--- src/rtl/conv_window_gen.sv ---
// -----------------------------------------------------------------------------
// conv_window_gen
//   Streaming 3x3 sliding-window generator. A single-channel feature map is
//   received in raster order (row 0, col 0 first), two previous rows are kept
//   in line buffers, and every complete 3x3 window (stride 1, no padding) is
//   presented as three packed rows one cycle after its bottom-right pixel.
//
// Handshake:
//   A pixel is consumed on every rising edge where iPixValid=1 and neither
//   iRst nor iClear is high. There is no ready/backpressure path; idle cycles
//   (iPixValid=0) freeze counters, line buffers and the window register.
//   oWinValid and oMapDone are single-cycle strobes with no acknowledge.
//
// Ports:
//   iClk        clock, rising edge
//   iRst        synchronous active-high reset
//   iClear      synchronous frame abort (same effect as reset on counters,
//               window register and outputs; beats a same-cycle pixel)
//   iPixValid   pixel strobe
//   iPixData    pixel value, WI bits, passed through unmodified
//   oWindowRow1 top window row    {col c-2, col c-1, col c} of map row r-2
//   oWindowRow2 middle window row {col c-2, col c-1, col c} of map row r-1
//   oWindowRow3 bottom window row {col c-2, col c-1, col c} of map row r
//   oWinValid   one-cycle strobe per window
//   oMapDone    one-cycle pulse the cycle after the map's final window
// -----------------------------------------------------------------------------
`timescale 1ns/1ps
module conv_window_gen #(
  parameter int WI    = 8,
  parameter int IMG_W = 28,
  parameter int IMG_H = 28
) (
  input  logic            iClk,
  input  logic            iRst,
  input  logic            iClear,
  input  logic            iPixValid,
  input  logic [WI-1:0]   iPixData,
  output logic [3*WI-1:0] oWindowRow1,
  output logic [3*WI-1:0] oWindowRow2,
  output logic [3*WI-1:0] oWindowRow3,
  output logic            oWinValid,
  output logic            oMapDone
);

  localparam int CW = $clog2(IMG_W);
  localparam int RW = $clog2(IMG_H);

  localparam logic [CW-1:0] COL_LAST = CW'(IMG_W - 1);
  localparam logic [RW-1:0] ROW_LAST = RW'(IMG_H - 1);
  localparam logic [CW-1:0] COL_TWO  = CW'(2);
  localparam logic [RW-1:0] ROW_TWO  = RW'(2);

  // ---------------------------------------------------------------------------
  // State
  // ---------------------------------------------------------------------------
  logic [CW-1:0]   col_q, col_d;
  logic [RW-1:0]   row_q, row_d;

  // Line buffers: lb0 holds the previous map row, lb1 the row before that.
  // They are never reset; windows only fire from row 2 on, by which point
  // both have been rewritten for the current frame.
  logic [WI-1:0]   lb0_q [IMG_W];
  logic [WI-1:0]   lb1_q [IMG_W];

  // Window shift register, [row][col], row 0 = top, col 2 = newest column.
  logic [WI-1:0]   win_q [3][3];

  logic [3*WI-1:0] row1_q, row2_q, row3_q;
  logic [3*WI-1:0] row1_d, row2_d, row3_d;
  logic            win_valid_q;
  logic            map_pend_q;
  logic            map_done_q;

  // ---------------------------------------------------------------------------
  // Accept / position decode
  // ---------------------------------------------------------------------------
  logic          flush;
  logic          accept;
  logic          col_last;
  logic          row_last;
  logic          win_fire;
  logic          last_pix;
  logic [WI-1:0] new_col [3];

  assign flush    = iRst | iClear;
  assign accept   = iPixValid & ~flush;
  assign col_last = (col_q == COL_LAST);
  assign row_last = (row_q == ROW_LAST);
  assign win_fire = accept && (row_q >= ROW_TWO) && (col_q >= COL_TWO);
  assign last_pix = accept && col_last && row_last;

  // Incoming column, top to bottom: two rows up, one row up, current pixel.
  assign new_col[0] = lb1_q[col_q];
  assign new_col[1] = lb0_q[col_q];
  assign new_col[2] = iPixData;

  // ---------------------------------------------------------------------------
  // Counter next-state
  // ---------------------------------------------------------------------------
  always_comb begin
    col_d = col_q;
    row_d = row_q;
    if (accept) begin
      if (col_last) begin
        col_d = '0;
        // Wrapping past the last row starts the next map immediately.
        row_d = row_last ? '0 : row_q + RW'(1);
      end else begin
        col_d = col_q + CW'(1);
      end
    end
  end

  // Window rows as they will look after this pixel is shifted in; leftmost
  // pixel sits in the MSBs.
  always_comb begin
    row1_d = {win_q[0][1], win_q[0][2], new_col[0]};
    row2_d = {win_q[1][1], win_q[1][2], new_col[1]};
    row3_d = {win_q[2][1], win_q[2][2], new_col[2]};
  end

  // ---------------------------------------------------------------------------
  // Line buffers (no reset)
  // ---------------------------------------------------------------------------
  always_ff @(posedge iClk) begin
    if (accept) begin
      lb1_q[col_q] <= lb0_q[col_q];
      lb0_q[col_q] <= iPixData;
    end
  end

  // ---------------------------------------------------------------------------
  // Counters, window register and outputs
  // ---------------------------------------------------------------------------
  always_ff @(posedge iClk) begin
    if (flush) begin
      col_q       <= '0;
      row_q       <= '0;
      for (int r = 0; r < 3; r++) begin
        for (int c = 0; c < 3; c++) begin
          win_q[r][c] <= '0;
        end
      end
      row1_q      <= '0;
      row2_q      <= '0;
      row3_q      <= '0;
      win_valid_q <= 1'b0;
      map_pend_q  <= 1'b0;
      map_done_q  <= 1'b0;
    end else begin
      col_q <= col_d;
      row_q <= row_d;
      if (accept) begin
        for (int r = 0; r < 3; r++) begin
          win_q[r][0] <= win_q[r][1];
          win_q[r][1] <= win_q[r][2];
          win_q[r][2] <= new_col[r];
        end
      end
      // Output rows only load on a window; otherwise they hold.
      if (win_fire) begin
        row1_q <= row1_d;
        row2_q <= row2_d;
        row3_q <= row3_d;
      end
      win_valid_q <= win_fire;
      // The last pixel's window strobes next cycle; map-done follows one
      // cycle later regardless of what the input does meanwhile.
      map_pend_q  <= last_pix;
      map_done_q  <= map_pend_q;
    end
  end

  assign oWindowRow1 = row1_q;
  assign oWindowRow2 = row2_q;
  assign oWindowRow3 = row3_q;
  assign oWinValid   = win_valid_q;
  assign oMapDone    = map_done_q;

endmodule

--- config.mk ---
export PLATFORM = sky130hd
export DESIGN_NAME = conv_window_gen
export DESIGN_NICKNAME = d
export VERILOG_FILES = /design/src/rtl/conv_window_gen.sv
export SDC_FILE = /design/constraint.sdc
export NUM_CORES = 1
export LEC_CHECK = 0
export ABC_AREA = 1
export CORE_MARGIN = 2
export CORE_UTILIZATION = 65
export DETAILED_ROUTE_END_ITERATION = 10
export PLACE_DENSITY_LB_ADDON = 0.12
export SYNTH_ARGS = -nofsm -noshare
export SYNTH_HDL_FRONTEND = slang
export SYNTH_SLANG_ARGS = --single-unit
--- constraint.sdc ---
create_clock -name iClk -period 5.3 [get_ports iClk]
set_input_delay 0.53 -clock iClk [delete_from_list [all_inputs] [get_ports iClk]]
set_output_delay 0.53 -clock iClk [all_outputs]
set_load 0.01 [all_outputs]
== Word level (Yosys, flattened, before mapping) ==
Memories as Yosys holds them, arrays and structs flattened. A register that Yosys moved wholly into a read port is not among the register bits.
Cells that the tools add are included.
Operators by class
  $add $sub $neg: 2
  order comparisons: 2
  equal/unequal tests: 2
  muxes and demuxes: 21
  bitwise operators: 12
  reduce and logical (&&, ||, !) cells: 5
Operators by type and width (number)
  $mux 8: 9
  $mux 5: 6
  $add 5x1->5 const B: 2
  $eq 5x5->1 const B: 2
  $ge 5x2->1 const B: 2
  $or 1x1->1: 10
  $mux 1: 6
  $logic_and 1x1->1: 4
  $reduce_and 2->1: 1
  $and 1x1->1: 1
  $not 1->1: 1
Word-level totals
  register bits after elaboration: 85
  RAM bits: 520
  input bits: 12
  word-level logic and storage cells: 55
  memories: 3
Memory list
  lb0_q: depth 28, bits a word 8, read ports 1, clocked after memory_dff 1, write ports 1, line 62  | logic [WI-1:0] lb0_q [IMG_W];
  lb1_q: depth 28, bits a word 8, read ports 1, clocked after memory_dff 1, write ports 1, line 63  | logic [WI-1:0] lb1_q [IMG_W];
  win_q: depth 3, bits a word 24, read ports 3, clocked after memory_dff 0, write ports 3, line 66  | logic [WI-1:0] win_q [3][3];

== Depth between registers and ports, before layout ==
  depth in word-level cells: 7
  mapped depth: 13

== Worst setup path after synthesis ==
Ideal clock, no wire load.
  path type: in2reg
  from: input iClear
  to: register (tool-made name)
  arrival time: 2.338 ns
  required time: 5.186 ns
  setup slack: 2.848 ns
  stages: 5
  cells stage by stage: or2_1 -> buf_6 -> inv_1 -> nand2_1 -> o22ai_1
RTL lines
  start, declared: line 35  | input logic iClear,

==> out/metrics.yaml <==
synth:
  netlist_area_um2: 23800
  synth-warning-count: 0
  synthTopCellsByCount: "nand2_1 (668), edfxtp_1 (496), nand3_1 (293)"
  synth_edf_count: 496
  syn-num-nets: 2246
  syn_area_per_cell_um2: 10.7
  synth_top_cell_by_area: "edfxtp_1"
  ys.flop_type: "edfxtp_1"
  syn_inst: 2227
  ys_ff_latch: 586
  yosysMostFrequentCell: "nand2_1"
  ys_async_sr_fraction_pct: 0
  synth_area_leaders: "edfxtp_1 (63%), nand2_1 (11%), dfxtp_1 (7.6%)"
  synth_cell_types: 31
  ys_seq_area_share_pct: 70.1
  synth.top_cell.area_share_pct: 62.6
setup_path:
  path_max_fanout: 36
  cp.required_ps: 5720
  cp_data_arrival_time_ps: 3680
  path_class: "reg2reg"
  crit_path_end_kind: "flip-flop"
  crit_path_start_kind: "flip-flop"
floorplan:
  die_h_um: 195
  die_area_um2: 38200
  core_area_um2: 36300
  start_util_pct: 65.5
  die_w_um: 195
  io_pins: 86
  rows: 70
clock_network:
  cts.repair.resized: 0
  clk_pin_slew_worst_paths_ps: 60
  cts_hold_buffers: 0
  postCtsSetupBuffers: 0
  clockRootBuffer: "clkbuf_16"
  clockBufferDepth: 3
  cts_sinks: 586
  h-tree-depth: 2
  cts_tree: "yes"
  numCtsBuffers: 57
  clk_latency_ps: 610
sta:
  rsz0062_at_grt: "false"
  finalCritPeriodShare_pct: 61.5
  clock_skew_ps: 22.5
  fin_crit_ps: 3260
  max_freq_mhz: 307
  slew_headroom_pct: 21.3
  worst_pin_slew_ps: 1180
  setup_violations: 0
  hold_viol: 0
  finalMaxSlewViolations: 0
  fin_setup_tns_ps: 0
pwr:
  power_leakage_nw: 10.6
  ir_drop_mv: 0.394
  cellPowerDensity_nw_per_um2: 345
drt:
  wl_per_cell_um: 20.2
  drc: 0
  drt_iter0_drc: 1695
  route.detailed.vias_per_inst: 5.70
  ant_nets: 0
  drt_wl_total_mm: 56.8
  vias: 16100
  drt_pass1_iterations: 5
grt:
  overflow: 0
  first_global_vias: 15600
  grt_max_degree: 179
  grt_usage_pct: 30.4
  grt_pass1_wl_mm: 88.0
  grt_antenna_before_repair: 0
placement:
  placement.io_buffers: 85
  dp_hpwl_mm: 32.2
  place_congestion: 0.844
finish:
  final_util_pct: 74.1
  area_growth_pct: 13.1
  final_nets: 2326
  n_fill_cell: 2414
  layout-drive-gt1-share_pct: 6.85
  diodes: 0
run:
  maxCapViolCount: 0
hold_path:
  min_path_type: "reg2reg"
status:
  outcome: "finished, final reports clean"
## sequential cells by signal, indices dropped and copies added (netlist names), named ones only
| signal | cells |
|---|---|
| win_q | 48 |
| col_q | 5 |
| lb0_q | 224 |
| oWindowRow1 | 24 |
| row_q | 5 |
| lb1_q | 224 |
| oWinValid | 1 |
| map_pend_q | 1 |
| oWindowRow3 | 24 |
| oMapDone | 1 |
| oWindowRow2 | 24 |
## cell families after synthesis
logic type      after synthesis  synth area share, %
xor+xnor                      3                0.110
compound gates              169                 3.74
simple gates               1106                 19.3
fa+ha+maj                     7                0.368
buf+inv                     356                 6.34
flops                       586                 70.1
## cell usage in the layout, fill, tap and decap left out, drive strengths merged
cell type and instances:
nor3 5, o22ai 1, dfxtp 90, clkdlybuf4s50 84, edfxtp 496, nand3b 1, nand4 2, nand2 669
clkinvlp 1, nor2 125, a21oi 78, ha 7, nand3 294, or2 8, nor3b 1, o21a 9
bufinv 4, clkbuf 76, o211ai 8, buf 61, inv 231, and3 1, o21ai 73, xor2 3
clkinv 22
## area by class of cell
cell class	instances	area (um2)	share of cell area (%)
Inverter	232	878	3.26
Multi-Input combinational cell	1285	5610	20.8
Tap cell	468	586	2.18
Clock inverter	26	225	0.837
Timing Repair Buffer	145	1360	5.05
Clock buffer	76	1560	5.80
Sequential cell	586	16700	62.1
## path summary, 6_finish.rpt
check                  startpoint              end  slack, ps  cells past startpoint
setup / recovery        flip-flop     lb1_q[20][5]       2040                     10
setup reg to reg        flip-flop     lb1_q[20][5]       2040                     10
hold / removal    oWindowRow2[21]  oWindowRow2[21]        460                      2
hold reg to reg   oWindowRow2[21]  oWindowRow2[21]        460                      2
## critical path: stages, from the launching register on
cell	delay, ps
dfxtp_4	360
clkinv_2	550
buf_4	460
nand3_1	110
nand2_1	60
nand2_1	60
nand3_1	210
nand3_1	290
nand2_1	200
inv_1	430
buf_4	340
## per-layer routing
metal	part of all wire, %	wire length (um)	global-route usage [%]
met1	41	23200	43.7
met2	46	26300	47.5
met3	9.9	5600	4.94
met4	3.1	1760	11.8
met5	0	0	0
## per-stage QoR
| stage | instance area (um2) | hold WS (ps) | setup WS [ps] | instances | power, mW |
|---|---|---|---|---|---|
| floorplan | 23800 | 394 | 2850 | 2227 | 5.33 |
| global placement | 25100 | 455 | 2060 | 2716 | 5.46 |
| detailed placement | 25100 | 455 | 1980 | 2716 | 5.47 |
| CTS | 26900 | 464 | 2180 | 2818 | 9.30 |
| global route | 26900 | 486 | 1890 | 2818 | 9.51 |
| finish | 26900 | 465 | 2040 | 2818 | 9.28 |
## power by group
group	switching (mW)	internal [mW]	leakage [nW]
clock network	1.66	2.25	0.877
registers	0.00877	5.03	5.31
logic	0.262	0.0777	4.38
total	1.93	7.35	10.6
(Power assumes the default switching activity.)
